--- src/rtl/fme_pkg.sv ---
// Shared FME constants: pixel/half-pel widths and the six-tap half-pel filter taps.
package fme_pkg;
  localparam int FME_PIX_W  = 8;
  localparam int FME_HPEL_W = FME_PIX_W + 3;

  // Symmetric taps: t0*(w0+w5) + t1*(w1+w4) + t2*(w2+w3)
  localparam int FIR_T0     = 1;
  localparam int FIR_T1     = -5;
  localparam int FIR_T2     = 20;
  localparam int FIR_ROUND  = 16;
  localparam int FIR_SHIFT  = 5;

  localparam int FIR_TAPS   = 6;
  localparam int FIR_STAGES = 2;
endpackage

--- src/rtl/fir6_mac.sv ---
// Combinational tap combine for the half-pel filter: sum = p0 - 5*p1 + 20*p2.
// Multiplies are shift-adds (5x = 4x + x, 20x = 16x + 4x).
module fir6_mac #(
  parameter int PW = 9,
  parameter int AW = 16
) (
  input  logic [PW-1:0]        p0,
  input  logic [PW-1:0]        p1,
  input  logic [PW-1:0]        p2,
  output logic signed [AW-1:0] sum
);
  logic signed [AW-1:0] e0, e1, e2;

  assign e0  = AW'(p0);
  assign e1  = AW'(p1);
  assign e2  = AW'(p2);
  assign sum = e0 - ((e1 <<< 2) + e1) + ((e2 <<< 4) + (e2 <<< 2));
endmodule

--- src/rtl/halfpel_fir6.sv ---
// Six-tap half-pel interpolator. Sample window + fill count, then a two-stage
// pipe: S1 folds symmetric tap pairs, S2 combines, rounds and shifts. Output is
// unclipped signed DATAWIDTH+3 bits for the downstream clip stage.
module halfpel_fir6
  import fme_pkg::*;
#(
  parameter int DATAWIDTH = FME_PIX_W,
  parameter int ACCWIDTH  = 16
) (
  input  logic                   clock,
  input  logic                   reset,
  input  logic                   enable,
  input  logic                   in_valid,
  input  logic                   row_start,
  input  logic [DATAWIDTH-1:0]   in_pixel,
  output logic                   out_valid,
  output logic [DATAWIDTH+2:0]   out_value
);
  localparam int PW = DATAWIDTH + 1;
  localparam int OW = DATAWIDTH + 3;

  logic [FIR_TAPS-1:0][DATAWIDTH-1:0] win;
  logic [2:0]                         cnt;
  logic [PW-1:0]                      p0, p1, p2;
  // [0]: window just became/stays full, [1]: S1 holds result, [2]: out_valid
  logic [FIR_STAGES:0]                vld_pipe;
  logic                               acc, full_acc;
  logic signed [ACCWIDTH-1:0]         sum, rnd;

  assign acc      = enable & in_valid;
  // Count saturates at 6, so any non-row-start accept from 5+ fills the window.
  assign full_acc = acc & ~row_start & (cnt >= 3'(FIR_TAPS - 1));

  // Sample window and fill count; row_start drops the old row so none of it
  // can leak into the new row's results.
  always_ff @(posedge clock or negedge reset) begin
    if (!reset) begin
      win <= '0;
      cnt <= '0;
    end else if (acc) begin
      if (row_start) begin
        win <= {{((FIR_TAPS - 1) * DATAWIDTH){1'b0}}, in_pixel};
        cnt <= 3'd1;
      end else begin
        win <= {win[FIR_TAPS-2:0], in_pixel};
        if (cnt != 3'(FIR_TAPS)) cnt <= cnt + 3'd1;
      end
    end
  end

  // Valid shift register, frozen by stall like every other register.
  always_ff @(posedge clock or negedge reset) begin
    if (!reset)      vld_pipe <= '0;
    else if (enable) vld_pipe <= {vld_pipe[FIR_STAGES-1:0], full_acc};
  end

  // S1: fold the symmetric tap pairs.
  always_ff @(posedge clock or negedge reset) begin
    if (!reset) begin
      p0 <= '0;
      p1 <= '0;
      p2 <= '0;
    end else if (enable) begin
      p0 <= PW'(win[0]) + PW'(win[5]);
      p1 <= PW'(win[1]) + PW'(win[4]);
      p2 <= PW'(win[2]) + PW'(win[3]);
    end
  end

  fir6_mac #(.PW(PW), .AW(ACCWIDTH)) u_mac (
    .p0  (p0),
    .p1  (p1),
    .p2  (p2),
    .sum (sum)
  );

  assign rnd = sum + ACCWIDTH'(FIR_ROUND);

  // S2: round (floor via arithmetic shift); value holds between results.
  always_ff @(posedge clock or negedge reset) begin
    if (!reset)                    out_value <= '0;
    else if (enable && vld_pipe[1]) out_value <= OW'(rnd >>> FIR_SHIFT);
  end

  assign out_valid = vld_pipe[FIR_STAGES];
endmodule
--- config.mk ---
export PLATFORM = sky130hd
export DESIGN_NAME = halfpel_fir6
export DESIGN_NICKNAME = d
export VERILOG_FILES = /design/src/rtl/fme_pkg.sv /design/src/rtl/fir6_mac.sv /design/src/rtl/halfpel_fir6.sv
export SDC_FILE = /design/constraint.sdc
export NUM_CORES = 1
export LEC_CHECK = 0
export ABC_AREA = 0
export CORE_ASPECT_RATIO = 1.25
export CORE_MARGIN = 10
export CORE_UTILIZATION = 50
export CTS_CLUSTER_SIZE = 8
export DETAILED_ROUTE_END_ITERATION = 7
export PLACE_DENSITY = 0.74
export SYNTH_ARGS = -nofsm -noshare
export SYNTH_HDL_FRONTEND = slang
export SYNTH_SLANG_ARGS = --single-unit
--- constraint.sdc ---
create_clock -name clock -period 4.1 [get_ports clock]
set_input_delay 0.615 -clock clock [delete_from_list [all_inputs] [get_ports clock]]
set_output_delay 0.615 -clock clock [all_outputs]
set_load 0.02 [all_outputs]
# After elaboration in Yosys (flattened, before gate mapping)
# Index checks and enable logic that the tools add are counted.
[word_totals] ff_bits=92 inputBits=13 word_cells=33
[classes] n_addsub=9 n_lt_le_gt_ge=1 eq_ne=1 n_mux=3 n_bitwise=4 n_reduce_logical=3
[ops] op="$mux W48" count=1
[ops] op="$add A8 B8 Y9" count=3
[ops] op="$add A16 B15 Y16" count=1
[ops] op="$add A16 B6 Y16 const B" count=1
[ops] op="$sub A10 B16 Y16" count=1
[ops] op="$add A13 B11 Y14" count=1
[ops] op="$add A11 B9 Y12" count=1
[ops] op="$mux W3" count=2
[ops] op="$add A3 B1 Y3 const B" count=1
[ops] op="$and A1 B1 Y1" count=3
[ops] op="$ge A3 B3 Y1 const B" count=1
[ops] op="$ne A3 B3 Y1 const B" count=1
[ops] op="$reduce_and A2 Y1" count=1
[ops] op="$reduce_bool A2 Y1" count=1
[ops] op="$logic_and A1 B1 Y1" count=1
[ops] op="$not A1 Y1" count=1

# Longest topological paths before layout
# Gate-level depths: netlist of run 1.
[depth] word_depth=4 depth_mapped=18

# Hierarchy
# A second synthesis of run 1 with hierarchy kept.
[unflattened] cells_unflattened=665 hier_area_um2=6204.7
[modules_own_cells] mod="halfpel_fir6" n_inst=1 cells_per_inst=471 area_each_um2=4677.0 seq_area_each_um2=2302.2
[modules_own_cells] mod="fir6_mac" n_inst=1 cells_per_inst=194 area_each_um2=1527.7 seq_area_each_um2=0.0

# Worst setup path before layout of run 1
# OpenSTA, ideal clock, no wires.
[synth_timing] path_type="reg-to-reg" from="register p1[0]" to="register out_value[10]" setup_time_ns=0.120 t_arrival_ns=3.895 t_required_ns=3.980 path_slack_ns=0.085 path_stages_with_launch=18 n_path_buf=0 period_less_slack_ns=4.015 path_cell_list="dfrtp_1 > ha_1 > inv_1 > fa_1 > nor2b_1 > o21ai_0 > a21boi_0 > o21ai_0 > nand2b_1 > xnor2_1 > fa_1 > ha_1 > ha_1 > a21o_1 > and3_1 > a2111o_1 > nor3_1 > and3b_1"
[synth_via] elab_chain_cells=4
[synth_lines] element="start: declaration" line="halfpel_fir6.sv:24" source="logic [PW-1:0] p0, p1, p2;"
[synth_lines] element="start signal: assignment" line="halfpel_fir6.sv:65" source="p1 <= PW'(win[1]) + PW'(win[4]);"
[synth_lines] element="$add A11 B9 Y12" line="fir6_mac.sv:17" source="assign sum = e0 - ((e1 <<< 2) + e1) + ((e2 <<< 4) + (e2 <<< 2));"
[synth_lines] element="$sub A10 B16 Y16" line="fir6_mac.sv:17"
[synth_lines] element="$add A16 B15 Y16" line="fir6_mac.sv:17"
[synth_lines] element="$add A16 B6 Y16" line="halfpel_fir6.sv:77" source="assign rnd = sum + ACCWIDTH'(FIR_ROUND);"
[synth_lines] element="end signal: assignment" line="halfpel_fir6.sv:82" source="else if (enable && vld_pipe[1]) out_value <= OW'(rnd >>> FIR_SHIFT);"
[synth_lines] element="end: declaration" line="halfpel_fir6.sv:17" source="output logic [DATAWIDTH+2:0] out_value"
# No other way between the ends.
# A chain may end at the register's enable or synchronous reset.

# Final worst setup path of run 1
[layout_timing] from="register p1[2]" to="register out_value[7]"
# The elaborated chain is that of the path after synthesis.

==> qor.yml, run 1 <==
status:
  outcome: "complete, no violations"
floorplan:
  dieArea_sq_mm: 0.0170
  height_of_the_die_um: 143
  boundaryPins: 25
  std_cell_rows: 44
  start_util_pct: 51.6
  die_w_um: 119
  core-area_sq_mm: 0.0118
routing:
  wl_per_cell_um: 16.3
  route.final.wire_length_mm: 13.4
  first_iter_violations: 319
  post_drt_via_cell_ratio: 5.60
  drc_errors: 0
  ant_nets: 0
  drt_first_pass_iters: 4
  via_total_after_detailed_routing: 4629
finish:
  insertedDiodeCount: 0
  layout-drive-gt1-share_pct: 12.8
  layout.cell_area.non_filler_sq_mm: 0.00701
  final_nets: 754
  area.growth.synth_to_final_pct: 15.4
  fillers: 1023
cts:
  clock-root-buffer: "clkbuf_16"
  cts_tree: "built"
  cts_hold_repair.buffers: 0
  cts-buffers-inserted: 9
  ctsHtreeMaxLevel: 3
  path_clk_slew_ps: 70
  ctsLongestPathBuffers: 2
  clock_insertion_delay_at_the_later_pin_of_the_skew_report_ps: 350
  clock_sinks: 92
grt:
  globalRouteTotalUtil_pct: 16.0
  grt_pass1_vias: 4840
  number_of_antenna_violations_at_the_first_check_in_global_routing: 0
  grt_first_pass_wirelength_mm: 22.7
  grt_max_degree: 68
  grt-ovfl-total: 0
yosys:
  postSynthAreaPerCell_sq_um: 9.68
  most_used_dff_post_synth: "dfrtp_1"
  synth_edf_count: 0
  ys_top_cells_by_count: "dfrtp_1 (92), nand2_1 (77), o21ai_0 (73)"
  synth_top_area_cell: "dfrtp_1"
  ys_warns: 0
  yosysSeqAreaShare_pct: 37.9
  synthTopCellsByArea: "dfrtp_1 (38%), ha_1 (14%), o21ai_0 (6.0%)"
  syn-num-nets: 722
  ys_ff_latch: 92
  synth.most_common_cell: "dfrtp_1"
  syn-cell-area_sq_mm: 0.00608
  post_synth_num_cell_types: 58
  netlist_instances: 628
  synth_largest_type_area_fraction_pct: 37.9
  ys_async_rst_share_pct: 100
worst_setup_path:
  crit_arrival_ps: 4310
  setup.worst_path.start: "p1[2]"
  path_class: "register to register"
  crit_path_start_kind: "register"
  crit-reg2reg-launch: "p1[2]"
  rrSetupSlack_ps: 1
  destination_of_the_worst_register_to_register_timing_path: "out_value[7]"
  rr_worst_depth: 18
  worstPathCellList: "ha_2, inv_2, fa_2, nor2b_1, o21ai_1, a21boi_1, o21ai_1, nand2b_1, xnor2_2, fa_1, ha_4, ha_4, a21o_1, and3_4, a2111o_1, buf_6, nand4b_1, o211ai_1"
  crit_path_top_delay_cell: "fa_1"
  cp_data_required_time_ps: 4320
  critical_path_buffer_and_inverter_count: 2
  cp_num_cells: 18
  crit_fanout: 5
  crit_path_max_incr_delay_ps: 520
  critPathCapture: "out_value[7]"
  timing.critical_path.to_type: "register"
  top_cell_family_by_delay_on_the_critical_path: "adder cells"
sta:
  worst_pin_slew_ps: 870
  maxSlewHeadroom_pct: 42.0
  clock.fmax_mhz: 244
  totalNegativeSetupSlack_ps: 0
  post-route-period-util_pct: 100
  timing_hold_violations_final: 0
  grt_setup_unrepaired: "yes"
  finalCriticalPeriod_ps: 4100
  maxSlewViolCount: 0
  setup_violations: 0
  timing.clock.skew_ps: 9.45
run:
  maxCapViolCount: 0
power_and_ir_drop:
  vdd_ir_drop_max_v: 0.000291
  total_power_uw: 4460
  leakage_uw: 0.00322
  power_density_mw_per_mm2: 635
placed_design:
  port_buffers: 24
  routabilityCongestion: 0.859
  placement.cell_area_sq_mm: 0.00653
  place.detailed.hpwl_mm: 9.81
hold_path:
  hold_path.class: "input pin to async pin"
[what timing repair did]
item / in CTS / in global routing
pin swaps: 2 / 16
buffers inserted: 0 / 5
setup endpoints to repair: 5 / 6
gates resized for setup: 4 / 21
[worst min-delay path by stage]
stage                  from            to  slack, ps  cells after the start
6_report              reset  out_value[2]        380                      1
5_1_grt               reset  out_value[8]        440                      1
4_1_cts               reset  out_value[2]        410                      1
3_5_place_dp   out_value[0]  out_value[0]        470                      2
3_3_place_gp   out_value[0]  out_value[0]        460                      2
2_1_floorplan         reset        cnt[0]        320                      0
[stage by stage]
step	worst slack [ps]	util, %	std cells	hold slack, ps
4_1_cts	8.25	58.2	821	408
5_1_grt	-115	59.5	826	443
3_3_place_gp	-57.4	55.4	805	460
2_1_floorplan	85.4	-	628	319
6_report	1.48	59.5	826	381
3_5_place_dp	-201	55.4	805	470
[sequential cells by signal, indices dropped and copies added (netlist names)]
| register | count |
|---|---|
| cnt | 3 |
| out_value | 11 |
| p0 | 9 |
| p1 | 9 |
| p2 | 9 |
| vld_pipe | 3 |
| win | 48 |
[cell type report]
type | count | area (sq um) | area share (%)
Clock buffer | 9 | 225 | 3.21
Clock inverter | 7 | 98.8 | 1.41
Inverter | 28 | 105 | 1.50
Multi-Input combinational cell | 488 | 3710 | 52.9
Sequential cell | 92 | 2300 | 32.8
Tap cell | 161 | 201 | 2.87
Timing Repair Buffer | 41 | 369 | 5.26
[placed cells by master, fill, tap and decap left out, types with 2 or more instances in the layout]
cell             count
and3_1               2
nand4b_1             2
clkinv_4             2
ha_4                 3
clkdlybuf4s50_1     23
nand2b_1            40
clkbuf_16            9
o21ba_2              2
o211ai_1             2
mux2_2              23
bufinv_16            2
fa_1                11
nand2_1             76
a21oi_1             15
a211oi_2             2
o21a_1               5
o21ai_0             69
nor3_2               2
nand4_1              2
a21boi_0             3
a21o_1              13
o2bb2ai_1            2
nor3_1              17
nor2b_1              9
nor2_1              23
ha_1                65
nor3b_1              3
o21ai_1              5
a31oi_1              5
and2_1               3
o21bai_1             2
nand3_1              8
buf_4               17
mux2i_1              3
inv_1               26
xor2_1              10
dfrtp_1             92
o31ai_1              7
a21oi_2              3
xnor2_1             21
[report_power, final]
group	switching [uW]	total [uW]	internal, uW
logic	1260	2370	1110
registers	128	1180	1050
clock network	368	906	537
total	1750	4460	2700
[layer usage]
layer  up-vias  share of wire [%]  track usage (%)
met5         -                  0                0
met4         0                1.6             5.60
met3        22                3.1             3.31
met2        74                 53             28.5
met1      2279                 43             18.6
li1       2254                  -                -
[kinds of logic after synthesis]
family | Yosys count | share of synthesized area [%]
muxes | 26 | 4.76
and+or+nand+nor | 198 | 16.0
DFF | 92 | 37.9
AOI/OAI and AO/OA | 151 | 15.6
buffers and inverters | 48 | 2.99
adders and majority gates | 81 | 18.2
xor gates and xnor gates | 32 | 4.61
Note: power is estimated with default switching activity, not from simulation.
==> run 2: changes to the inputs <==
--- a/config.mk
+++ b/config.mk
@@ -8,10 +8,10 @@
 export ABC_AREA = 0
 export CORE_ASPECT_RATIO = 1.25
 export CORE_MARGIN = 10
-export CORE_UTILIZATION = 50
+export CORE_UTILIZATION = 45
 export CTS_CLUSTER_SIZE = 8
 export DETAILED_ROUTE_END_ITERATION = 7
-export PLACE_DENSITY = 0.74
+export PLACE_DENSITY = 0.68
 export SYNTH_ARGS = -nofsm -noshare
 export SYNTH_HDL_FRONTEND = slang
 export SYNTH_SLANG_ARGS = --single-unit
==> run 2 against run 1 <==
Combinational power about the same; sequential power about the same; first-iteration DRC count down 37%; sequential cell count unchanged; worst hold slack better by 22 ps; wire length down 2.8%; count of clock-buffer cells in the layout up 1; cell count up 1.2%; utilization down 6.5 points; die area up 9.4%; fmax up 2.2%; sequential share of layout area about the same.
==> qor.yml, run 2 (synthesis gave the netlist of run 1 again) <==
sta:
  finalCriticalPeriod_ps: 4010
  clock.fmax_mhz: 249
  setup_violations: 0
  timing.hold.ws_ps: 404
  post-route-period-util_pct: 97.8
  timing_hold_violations_final: 0
  maxSlewViolCount: 0
  timing.clock.skew_ps: 6.47
  totalNegativeSetupSlack_ps: 0
  layout_setup_ws_ps: 91.2
  maxSlewHeadroom_pct: 37.5
  worst_pin_slew_ps: 935
cts:
  ctsLongestPathBuffers: 2
  clock-root-buffer: "clkbuf_16"
  clock_insertion_delay_at_the_later_pin_of_the_skew_report_ps: 340
  ctsHtreeMaxLevel: 3
  cts_tree: "built"
  clock_sinks: 92
  path_clk_slew_ps: 60
  cts-buffers-inserted: 9
placed_design:
  port_buffers: 24
  placed_cells_incl_taps: 817
  place.detailed.hpwl_mm: 9.71
  place_worst_setup_slack_ps: -159
  routabilityCongestion: 0.871
  placement.cell_area_sq_mm: 0.00656
grt:
  grt-ovfl-total: 0
  globalRouteTotalUtil_pct: 14.6
  grt_max_degree: 70
  grt_first_pass_wirelength_mm: 22.2
  number_of_antenna_violations_at_the_first_check_in_global_routing: 0
  grt_pass1_vias: 4655
floorplan:
  core-area_sq_mm: 0.0132
  std_cell_rows: 47
  height_of_the_die_um: 150
  boundaryPins: 25
  start_util_pct: 45.9
  dieArea_sq_mm: 0.0186
  die_w_um: 124
power_and_ir_drop:
  vdd_ir_drop_max_v: 0.000472
  leakage_uw: 0.00321
  power_density_mw_per_mm2: 631
routing:
  dr_wl_met3_um: 407
  ant_nets: 0
  top_layer: "met4"
  detailroute.wirelength.met2_mm: 6.62
  drt_first_pass_iters: 4
  route.layer.met1.wl_mm: 5.86
  route.final.wire_length_mm: 13.1
  wl_per_cell_um: 15.6
  drc_errors: 0
  via_total_after_detailed_routing: 4554
  post_drt_via_cell_ratio: 5.45
  first_iter_violations: 201
status:
  outcome: "complete, no violations"
finish:
  instances_no_fill: 836
  area.growth.synth_to_final_pct: 15.4
  most_common_cell_after_layout_fill_and_taps_aside: "dfrtp_1"
  top_regs: "win (48), out_value (11)"
  insertedDiodeCount: 0
  final_nets: 754
  final_cell_mix: "dfrtp_1 (92), nand2_1 (76), o21ai_0 (70)"
  number_of_flip_flops_in_the_largest_register: 48
  fillers: 1172
  layout-drive-gt1-share_pct: 13.2
  layout.cell_area.non_filler_sq_mm: 0.00701
  largest_register: "win"
worst_setup_path:
  cp_data_required_time_ps: 4300
  crit-reg2reg-launch: "p1[2]"
  setup.worst_path.start: "p1[2]"
  destination_of_the_worst_register_to_register_timing_path: "out_value[6]"
  timing.critical_path.to_type: "register"
  rr_worst_depth: 18
  critPathCapture: "out_value[6]"
  path_class: "register to register"
  rrSetupSlack_ps: 90
  crit_path_start_kind: "register"
  crit_arrival_ps: 4210
  crit_fanout: 4
hold_path:
  hold_path.class: "input pin to async pin"
run:
  maxCapViolCount: 0
## run 2: cell types whose count changed in the layout (fill, tap and decap cells not counted), sizes merged
cell	delta
bufinv	-1
clkbuf	+1
clkinvlp	+1
inv	-1
## run 2: what timing repair did
action                     CTS  global route
setup endpoints to repair    2             6
pin swaps                    1            13
resized for setup            1            26
setup buffers                1             2
hold buffers                 0             0
## run 2: how the worst min path moves through the flow
stage / end / slack, ps / cells past startpoint
4_1_cts: out_value[7] / 430 / 1
6_report: win[16] / 400 / 1
3_3_place_gp: out_value[0] / 460 / 2
5_1_grt: win[16] / 480 / 1
2_1_floorplan: cnt[0] / 320 / 0
3_5_place_dp: out_value[1] / 470 / 2
## run 2: critical path, cell delays in order (launching register included)
cell	delay [ps]
dfrtp_1	390
ha_2	210
inv_2	40
fa_2	360
nor2b_2	160
o21ai_2	70
a21boi_1	130
o21ai_1	110
nand2b_1	120
xnor2_2	80
fa_1	520
ha_4	290
ha_4	190
a21o_1	170
and3_4	180
a2111o_1	490
buf_6	180
xnor2_2	120
o21ai_1	70
## run 2: layer usage
layer	vias up	global-route usage [%]
li1	2270	-
met1	2216	18.2
met2	52	25.1
met3	16	2.49
met4	0	4.50
met5	-	0
## run 2: power breakdown
group / switching, uW / internal, uW / leakage, uW
sequential: 124 / 1050 / 0.00121
clock: 355 / 488 / 0.000144
combinational: 1260 / 1150 / 0.00185
## run 2: metrics by stage
stage | power, uW | util [%]
final | 4420 | 53.0
after global placement | 3180 | 49.6
after floorplan | 2690 | -
after detailed placement | 3250 | 49.6
after global routing | 4790 | 53.0
after CTS | 4150 | 51.9
## run 2: layout make-up
| class | count | area, sq um | share of cell area, % |
|---|---|---|---|
| tap | 171 | 214 | 3.05 |
| timing repair buffer | 41 | 369 | 5.26 |
| multi-input combinational | 488 | 3720 | 53.0 |
| clock inverter | 6 | 63.8 | 0.910 |
| sequential | 92 | 2300 | 32.8 |
| inverter | 28 | 105 | 1.50 |
| clock buffer | 10 | 239 | 3.41 |
==> run 3: changes to the inputs <==
--- a/config.mk
+++ b/config.mk
@@ -9,7 +9,7 @@
 export CORE_ASPECT_RATIO = 1.25
 export CORE_MARGIN = 10
 export CORE_UTILIZATION = 45
-export CTS_CLUSTER_SIZE = 8
+export CTS_CLUSTER_SIZE = 24
 export DETAILED_ROUTE_END_ITERATION = 7
 export PLACE_DENSITY = 0.68
 export SYNTH_ARGS = -nofsm -noshare
==> results of run 3 <==
Same layout as run 2: the final DEF is identical, and so are final timing and power.
